<file path="config.mk">
export PLATFORM = sky130hd
export DESIGN_NAME = amp_fault_ctrl
export DESIGN_NICKNAME = d
export VERILOG_FILES = /design/src/rtl/amp_fault_ctrl.sv
export SDC_FILE = /design/constraint.sdc
export NUM_CORES = 1
export LEC_CHECK = 0
export CAP_MARGIN = 20
export CORE_MARGIN = 1.5
export CORE_UTILIZATION = 45
export DETAILED_ROUTE_END_ITERATION = 8
export GPL_TIMING_DRIVEN = 0
export PLACE_DENSITY = 0.75
export SETUP_SLACK_MARGIN = 0.1
export SYNTH_ARGS = -nofsm -noshare
export SYNTH_HDL_FRONTEND = slang
export SYNTH_SLANG_ARGS = --single-unit
</file>
<file path="constraint.sdc">
create_clock -name clk -period 5.6 [get_ports clk]
set_input_delay 0.56 -clock clk [delete_from_list [all_inputs] [get_ports clk]]
set_output_delay 0.56 -clock clk [all_outputs]
set_load 0.02 [all_outputs]
</file>
<file path="src/rtl/amp_fault_ctrl.sv">
// Amplifier power-sequencing and fault-recovery controller: power-up hold-off,
// filtered fault detection, timed retry and lockout after repeated faults.
module amp_fault_ctrl #(
    parameter int PWRUP_CYC  = 250000,
    parameter int RETRY_CYC  = 250000,
    parameter int FLT_FILT   = 16,
    parameter int UNMUTE_CYC = 4096,
    parameter int STABLE_CYC = 2500000,
    parameter int MAX_RETRY  = 3
) (
    input  logic       clk,
    input  logic       rst,
    input  logic       Flt_n,
    input  logic       clr_lock,
    output logic       sht_dwn,
    output logic       mute,
    output logic       locked,
    output logic [2:0] state,
    output logic [7:0] fault_cnt
);

    typedef enum logic [2:0] {
        PWRUP = 3'd0,
        RUN   = 3'd1,
        FAULT = 3'd2,
        LOCK  = 3'd3
    } state_t;

    localparam int CYC_MAX = (PWRUP_CYC > RETRY_CYC)
                           ? ((PWRUP_CYC > UNMUTE_CYC) ? PWRUP_CYC : UNMUTE_CYC)
                           : ((RETRY_CYC > UNMUTE_CYC) ? RETRY_CYC : UNMUTE_CYC);
    localparam int CW = $clog2(CYC_MAX + 1);
    localparam int SW = $clog2(STABLE_CYC + 1);
    localparam int FW = $clog2(FLT_FILT + 1);

    localparam logic [CW-1:0] PWRUP_LAST = CW'(PWRUP_CYC - 1);
    localparam logic [CW-1:0] RETRY_LAST = CW'(RETRY_CYC - 1);
    localparam logic [CW-1:0] UNMUTE_END = CW'(UNMUTE_CYC);
    localparam logic [SW-1:0] STABLE_END = SW'(STABLE_CYC);
    localparam logic [FW-1:0] FILT_LAST  = FW'(FLT_FILT - 1);
    localparam logic [7:0]    RETRY_MAX  = 8'(MAX_RETRY);

    state_t        cur_state;
    state_t        next_state;
    logic          sync1;
    logic          s;
    logic [CW-1:0] cyc_cnt;
    logic [CW-1:0] cyc_next;
    logic [SW-1:0] stable_cnt;
    logic [SW-1:0] stable_next;
    logic [FW-1:0] filt_cnt;
    logic [FW-1:0] filt_next;
    logic [7:0]    retry_cnt;
    logic [7:0]    retry_next;
    logic [7:0]    fault_next;

    assign state = cur_state;

    always_ff @(posedge clk) begin
        if (rst) begin
            sync1 <= 1'b1;
            s     <= 1'b1;
        end else begin
            sync1 <= Flt_n;
            s     <= sync1;
        end
    end

    always_ff @(posedge clk) begin
        if (rst) begin
            cur_state  <= PWRUP;
            cyc_cnt    <= '0;
            stable_cnt <= '0;
            filt_cnt   <= '0;
            retry_cnt  <= '0;
            fault_cnt  <= '0;
            sht_dwn    <= 1'b1;
            mute       <= 1'b1;
            locked     <= 1'b0;
        end else begin
            cur_state  <= next_state;
            cyc_cnt    <= cyc_next;
            stable_cnt <= stable_next;
            filt_cnt   <= filt_next;
            retry_cnt  <= retry_next;
            fault_cnt  <= fault_next;
            sht_dwn    <= (next_state != RUN);
            mute       <= (next_state != RUN) || (cyc_next < UNMUTE_END);
            locked     <= (next_state == LOCK);
        end
    end

    // Outputs are registered from the next-state values so they change on the
    // same edge as the state transition that causes them.
    always_comb begin
        next_state  = cur_state;
        cyc_next    = cyc_cnt;
        stable_next = '0;
        filt_next   = '0;
        retry_next  = retry_cnt;
        fault_next  = fault_cnt;

        case (cur_state)
            PWRUP: begin
                if (cyc_cnt == PWRUP_LAST) begin
                    next_state = RUN;
                    cyc_next   = '0;
                end else begin
                    cyc_next = cyc_cnt + 1'b1;
                end
            end

            RUN: begin
                cyc_next    = (cyc_cnt >= UNMUTE_END) ? cyc_cnt : cyc_cnt + 1'b1;
                stable_next = (stable_cnt >= STABLE_END) ? stable_cnt : stable_cnt + 1'b1;
                if (stable_next == STABLE_END) begin
                    retry_next = '0;
                end
                filt_next = s ? '0 : filt_cnt + 1'b1;
                // retry_next already reflects a stable-period clear on this same edge
                if (!s && (filt_cnt == FILT_LAST)) begin
                    retry_next  = retry_next + 8'd1;
                    fault_next  = (fault_cnt == 8'hFF) ? fault_cnt : fault_cnt + 8'd1;
                    next_state  = (retry_next >= RETRY_MAX) ? LOCK : FAULT;
                    cyc_next    = '0;
                    stable_next = '0;
                    filt_next   = '0;
                end
            end

            FAULT: begin
                if (cyc_cnt == RETRY_LAST) begin
                    next_state = RUN;
                    cyc_next   = '0;
                end else begin
                    cyc_next = cyc_cnt + 1'b1;
                end
            end

            LOCK: begin
                cyc_next = '0;
                if (clr_lock) begin
                    next_state = PWRUP;
                    retry_next = '0;
                end
            end

            default: begin
                next_state = PWRUP;
                cyc_next   = '0;
            end
        endcase
    end

endmodule

</file>
==> reports/metrics.csv, run 1 <==
metric,value,unit
worst hold start,sync1,
Mapped Nets,463,
first-pass GRT wire length,13780,um
achievable frequency,0.2233,GHz
Worst Skew,0.01200,ns
Diodes inserted,0,
GPL Wtd Cong,0.8931,
Hold Path Stages,1,
CTS max path bufs,2,
dpl hpwl,5661,um
Final nets,491,
final hold slack,0.4232,ns
core area,7767,um^2
H-tree levels,3,
"Distinct cells, synth",54,
Hold Path End,s,
CP Capture Type,flop,
Yosys reg bits,69,
max-cap viol count,0,
post-CTS setup buffers,0,
Final Cycle Share,79.98,%
Total GRT Usage,19.62,%
"Hold Vio Cnt, Final",0,
port bufs,17,
Post-Place Worst Slack,1.234,ns
Vias/cell,5.696,
setup violators final,0,
Ys Warns,0,
root buffer cell,clkbuf_8,
PwrDens,225.8,nW/um^2
hold crit path type,reg -> reg,
post-synthesis sequential area ratio,37.99,%
Worst R2R Setup Slack,1.12,ns
WL final,7979,um
mean area per synthesized cell,8.062,um^2
Leak,1.435,nW
Worst R2R Start,stable_cnt[6],
clock net sink count,69,
DR WL/cell,13.62,um
min Tclk post-route,4.479,ns
"commonest non-fill, non-tap cell in the layout",dfxtp_1,
Area Overhead vs Synth,13.83,%
Die Ht,92.89,um
vias in the first global route,3154,
Cells after Synth,451,
Reg2Reg Depth,14,
Main synth FF type,dfxtp_1,
most frequent cells in the layout,"dfxtp_1 (69), nor2_1 (65), nand2_1 (37), nand3_1 (31), xor2_1 (22)",
Setup CP Type,reg -> reg,
boundary pin count,18,
r2r endpoint,locked,
number of remaining DRC errors,0,
initial antenna violation count,0,
die width,92.89,um
required time of the critical path,5.82,ns
Power Total,0.9345,mW
vias,3338,
CP Launch Type,flop,
layout cells sized above 1,6.612,%
TritonCTS buffer count,9,
row cnt,32,
critical path peak fanout,10,
outcome,"complete, no violations",
RSZ-0062 raised after global routing,no,
Starting Density,46.81,%
Pre-antenna DRT Iters,5,
Least-Margin Pin Slew,1.010,ns
clk slew on worst S/H paths,0.09,ns
final worst slack,1.121,ns
1st-iter DRT viols,202,
Final Util,53.29,%
largest net degree at the start of global routing,15,
Setup TNS,0,ns
global route overflow,0,
ys async rst share,0,%
max-slew violations,0,
post-synthesis cell area,3636,um^2
cts hold-fix bufs,0,
die area,8629,um^2
CP arrival,4.69,ns
worst-skew pair later-pin latency,0.35,ns
VDD IR max,0.1502,mV
Worst slew margin,32.28,%
CTS tree,yes,
Post-synth EDFFs,0,
PostCTS Resize Cnt,0,
antenna-violating nets left,0,
[critical path, stage by stage, from the launching register on]
cell and delay (ns):
dfxtp_1 0.31, clkbuf_1 0.31, nand3_1 0.18, nor3_1 0.72, nand3_1 0.19, or4_1 0.48, a211o_1 0.36, nor4_4 0.52
nor2b_1 0.10, ha_1 0.22, a211oi_1 0.39, o211ai_1 0.18, nand3_1 0.13, a21oi_2 0.07, nor2b_1 0.18
[stage by stage]
stage                     area, um^2  instances
after floorplan                 3636        451
after global placement          3934        570
after detailed placement        3934        570
after CTS                       4139        586
after global routing            4139        586
final                           4139        586
[metal layers]
layer | up-vias | wire length, um | GRT usage [%] | share of wire [%]
met1 | 1587 | 3654 | 23.62 | 46
met4 | 0 | 2 | 5.808 | 0.025
met3 | 2 | 404 | 5.419 | 5.1
li1 | 1659 | - | - | -
met2 | 90 | 3918 | 33.82 | 49
met5 | - | 0 | 0 | 0
[synthesized netlist by cell type (all sizes together) (5+ instances only)]
| library cell | count | share of area, % |
|---|---|---|
| ha | 8 | 2.8 |
| a21o | 6 | 1.2 |
| nor3 | 16 | 2.2 |
| o21ai | 13 | 1.8 |
| nor4 | 7 | 1.6 |
| xnor2 | 16 | 3.9 |
| or3 | 16 | 2.8 |
| and3 | 11 | 1.9 |
| nor2b | 5 | 0.86 |
| nand4 | 16 | 2.8 |
| or2 | 5 | 0.86 |
| a21oi | 20 | 2.9 |
| dfxtp | 69 | 38 |
| clkbuf | 13 | 1.3 |
| nand2 | 37 | 3.8 |
| inv | 14 | 1.4 |
| a211oi | 8 | 1.8 |
| xor2 | 22 | 5.3 |
| nand2b | 5 | 0.86 |
| nand3 | 31 | 4.3 |
| a211o | 5 | 1.2 |
| nor2 | 65 | 6.7 |
[logic make-up after synthesis]
kind of cell | Yosys count | share of synthesized area, %
flops | 69 | 37.99
xor+xnor | 38 | 9.153
fa+ha+maj | 8 | 2.753
other cells | 1 | 0.1031
mux | 3 | 0.8603
compound gates | 74 | 13.94
buf+inv | 29 | 3.200
simple gates | 229 | 32.00
[layout make-up]
class,count,area [um^2]
multi-input cells,353,2138
clock buffers,9,123.9
clock inverters,7,81.33
inverters,14,52.55
fillers,737,3628
well taps,102,127.6
plain buffers,15,63.81
repair buffers,17,170.2
flip-flops and latches,69,1381
[report_power, final]
group / switching [mW] / internal, mW / total [mW]
logic: 0.0101 / 0.00568 / 0.0158
clock network: 0.214 / 0.212 / 0.426
registers: 0.00128 / 0.492 / 0.493
[state kept, by name, summed over array words and instances, names as in the netlist, 3 cells and up]
| name | flops |
|---|---|
| fault_cnt | 8 |
| retry_cnt | 8 |
| state | 3 |
| stable_cnt | 22 |
| cyc_cnt | 18 |
| filt_cnt | 5 |
[worst max-delay path by stage]
stage                     slack, ns  depth (start not counted)     end            from
after CTS                      1.18                         14  locked   stable_cnt[6]
after global routing           0.80                         14  locked   stable_cnt[6]
after global placement         1.27                         13  locked  stable_cnt[15]
final                          1.12                         14  locked   stable_cnt[6]
after floorplan                1.77                         14  locked  stable_cnt[14]
after detailed placement       1.23                         14  locked   stable_cnt[6]
(Power assumes the default switching activity.)
==> run 2: changes to the inputs <==
Settings changed: PLACE_DENSITY 0.75 to 0.77.
Clock period 5.6 ns to 3.9 ns, I/O delays scaled along.
==> run 2 against run 1 <==
Non-clock buffer count rose by 17. Hold slack got worse by 0.0049 ns. Critical path depth rose by 1. Die area did not move. Clock-buffer cell count rose by 3. Register-to-register slack got worse by 0.97 ns. Largest power group unchanged.
==> reports/metrics.csv, run 2 (synthesis results as in run 1) <==
metric,value,unit
worst-skew pair later-pin latency,0.34,ns
PwrDens,319.7,nW/um^2
required time of the critical path,4.09,ns
number of remaining DRC errors,0,
max-slew violations,0,
port bufs,17,
CTS tree,yes,
TritonCTS buffer count,9,
Pre-antenna DRT Iters,5,
min Tclk post-route,3.747,ns
final worst slack,0.1525,ns
Post-Place Worst Slack,-0.4088,ns
Final Cycle Share,96.09,%
met2 WL,4154,um
row cnt,32,
hold crit path type,reg -> reg,
Die Ht,92.89,um
antenna-violating nets left,0,
Setup CP Type,reg -> reg,
global route overflow,0,
1st-iter DRT viols,197,
Setup TNS,0,ns
Least-Margin Pin Slew,0.7535,ns
initial antenna violation count,0,
GPL Wtd Cong,0.8915,
Worst slew margin,49.53,%
vias,3434,
most frequent cells in the layout,"dfxtp_1 (66), nor2_1 (65), nand2_1 (37), nand3_1 (29), xor2_1 (22)",
largest net degree at the start of global routing,12,
Reg area,1390,um^2
Final Instance Area,4399,um^2
Worst R2R Setup Slack,0.15,ns
DR WL/cell,13.95,um
clock net sink count,69,
CTS max path bufs,2,
CP arrival,3.94,ns
"Hold Vio Cnt, Final",0,
CP Capture Type,flop,
die area,8629,um^2
footprint of the multi-input gates,2231,um^2
max-cap viol count,0,
Hold Path End,s,
layout cells sized above 1,12.80,%
CP Launch Type,flop,
Area Overhead vs Synth,20.99,%
achievable frequency,0.2668,GHz
largest registers,"stable_cnt (22), cyc_cnt (18)",
Total GRT Usage,19.80,%
outcome,"complete, no violations",
die width,92.89,um
Biggest register,stable_cnt,
core area,7767,um^2
Starting Density,46.81,%
vias in the first global route,3150,
Power Total,1.407,mW
boundary pin count,18,
setup violators final,0,
cts hold-fix bufs,0,
Worst Skew,0.009800,ns
max FFs per register,22,
Diodes inserted,0,
Worst R2R Start,stable_cnt[14],
WL final,8395,um
highest metal used,met4,
fillers,696,
H-tree levels,3,
Leak,1.575,nW
root buffer cell,clkbuf_8,
worst hold start,sync1,
critical path peak fanout,4,
first-pass GRT wire length,13860,um
met1 WL,3740,um
Vias/cell,5.704,
RSZ-0062 raised after global routing,yes,
Hold Path Stages,1,
VDD IR max,0.2300,mV
Reg2Reg Depth,15,
clk slew on worst S/H paths,0.08,ns
r2r endpoint,mute,
"commonest non-fill, non-tap cell in the layout",dfxtp_1,
dpl hpwl,5506,um
Final nets,508,
metal3 WL,416,um
Placed Instance Area,3934,um^2
-- run 2: layer usage --
metal  up-vias  GRT usage (%)
li1       1690              -
met1      1630          23.96
met2       106          34.18
met3         8          5.583
met4         0          5.303
met5         -              0
-- run 2: critical path, cell delays in order (launching register included) --
cell and delay, ns:
dfxtp_4 0.35, or4_4 0.54, o211a_4 0.24, a21o_1 0.16, buf_6 0.12, or4_4 0.42
a211o_1 0.35, nor4_4 0.35, buf_4 0.17, nand2b_4 0.12, ha_4 0.13, a211oi_4 0.04
o211ai_1 0.13, nand3_1 0.14, a21oi_4 0.20, nand3_2 0.11
-- run 2: report_power, final --
| group | internal [mW] | switching, mW | total (mW) |
|---|---|---|---|
| clock network | 0.409 | 0.268 | 0.677 |
| logic | 0.00819 | 0.0143 | 0.0225 |
| registers | 0.705 | 0.00183 | 0.707 |
| total | 1.12 | 0.284 | 1.41 |
-- run 2: worst max-delay path by stage --
stage / slack, ns / start / endpoint
global route: 0.03 / stable_cnt[14] / mute
CTS: 0.12 / stable_cnt[9] / mute
global placement: -0.46 / stable_cnt[15] / locked
floorplan: 0.14 / stable_cnt[14] / locked
finish: 0.15 / stable_cnt[14] / mute
detailed placement: -0.41 / stable_cnt[15] / locked
-- run 2: through the flow --
| step | instances | util, % | hold slack (ns) |
|---|---|---|---|
| 2_1_floorplan | 451 | - | 0.3895 |
| 3_3_place_gp | 570 | 50.64 | 0.3930 |
| 3_5_place_dp | 570 | 50.64 | 0.3990 |
| 4_1_cts | 592 | 55.28 | 0.4185 |
| 5_1_grt | 602 | 56.64 | 0.4413 |
| 6_report | 602 | 56.64 | 0.4184 |
-- run 2: layout make-up --
| type | count | share of cell area, % |
|---|---|---|
| Tap cell | 102 | 2.901 |
| Sequential cell | 69 | 31.60 |
| Clock inverter | 3 | 1.536 |
| Multi-Input combinational cell | 353 | 50.71 |
| Buffer | 15 | 1.536 |
| Timing Repair Buffer | 34 | 6.769 |
| Inverter | 14 | 1.195 |
| Clock buffer | 12 | 3.754 |
-- run 2: repair_timing --
| action | 4_1_cts | 5_1_grt |
|---|---|---|
| pin swaps | 8 | 12 |
| gates resized for setup | 16 | 11 |
| setup endpoints to repair | 4 | 4 |
| buffers inserted | 7 | 10 |
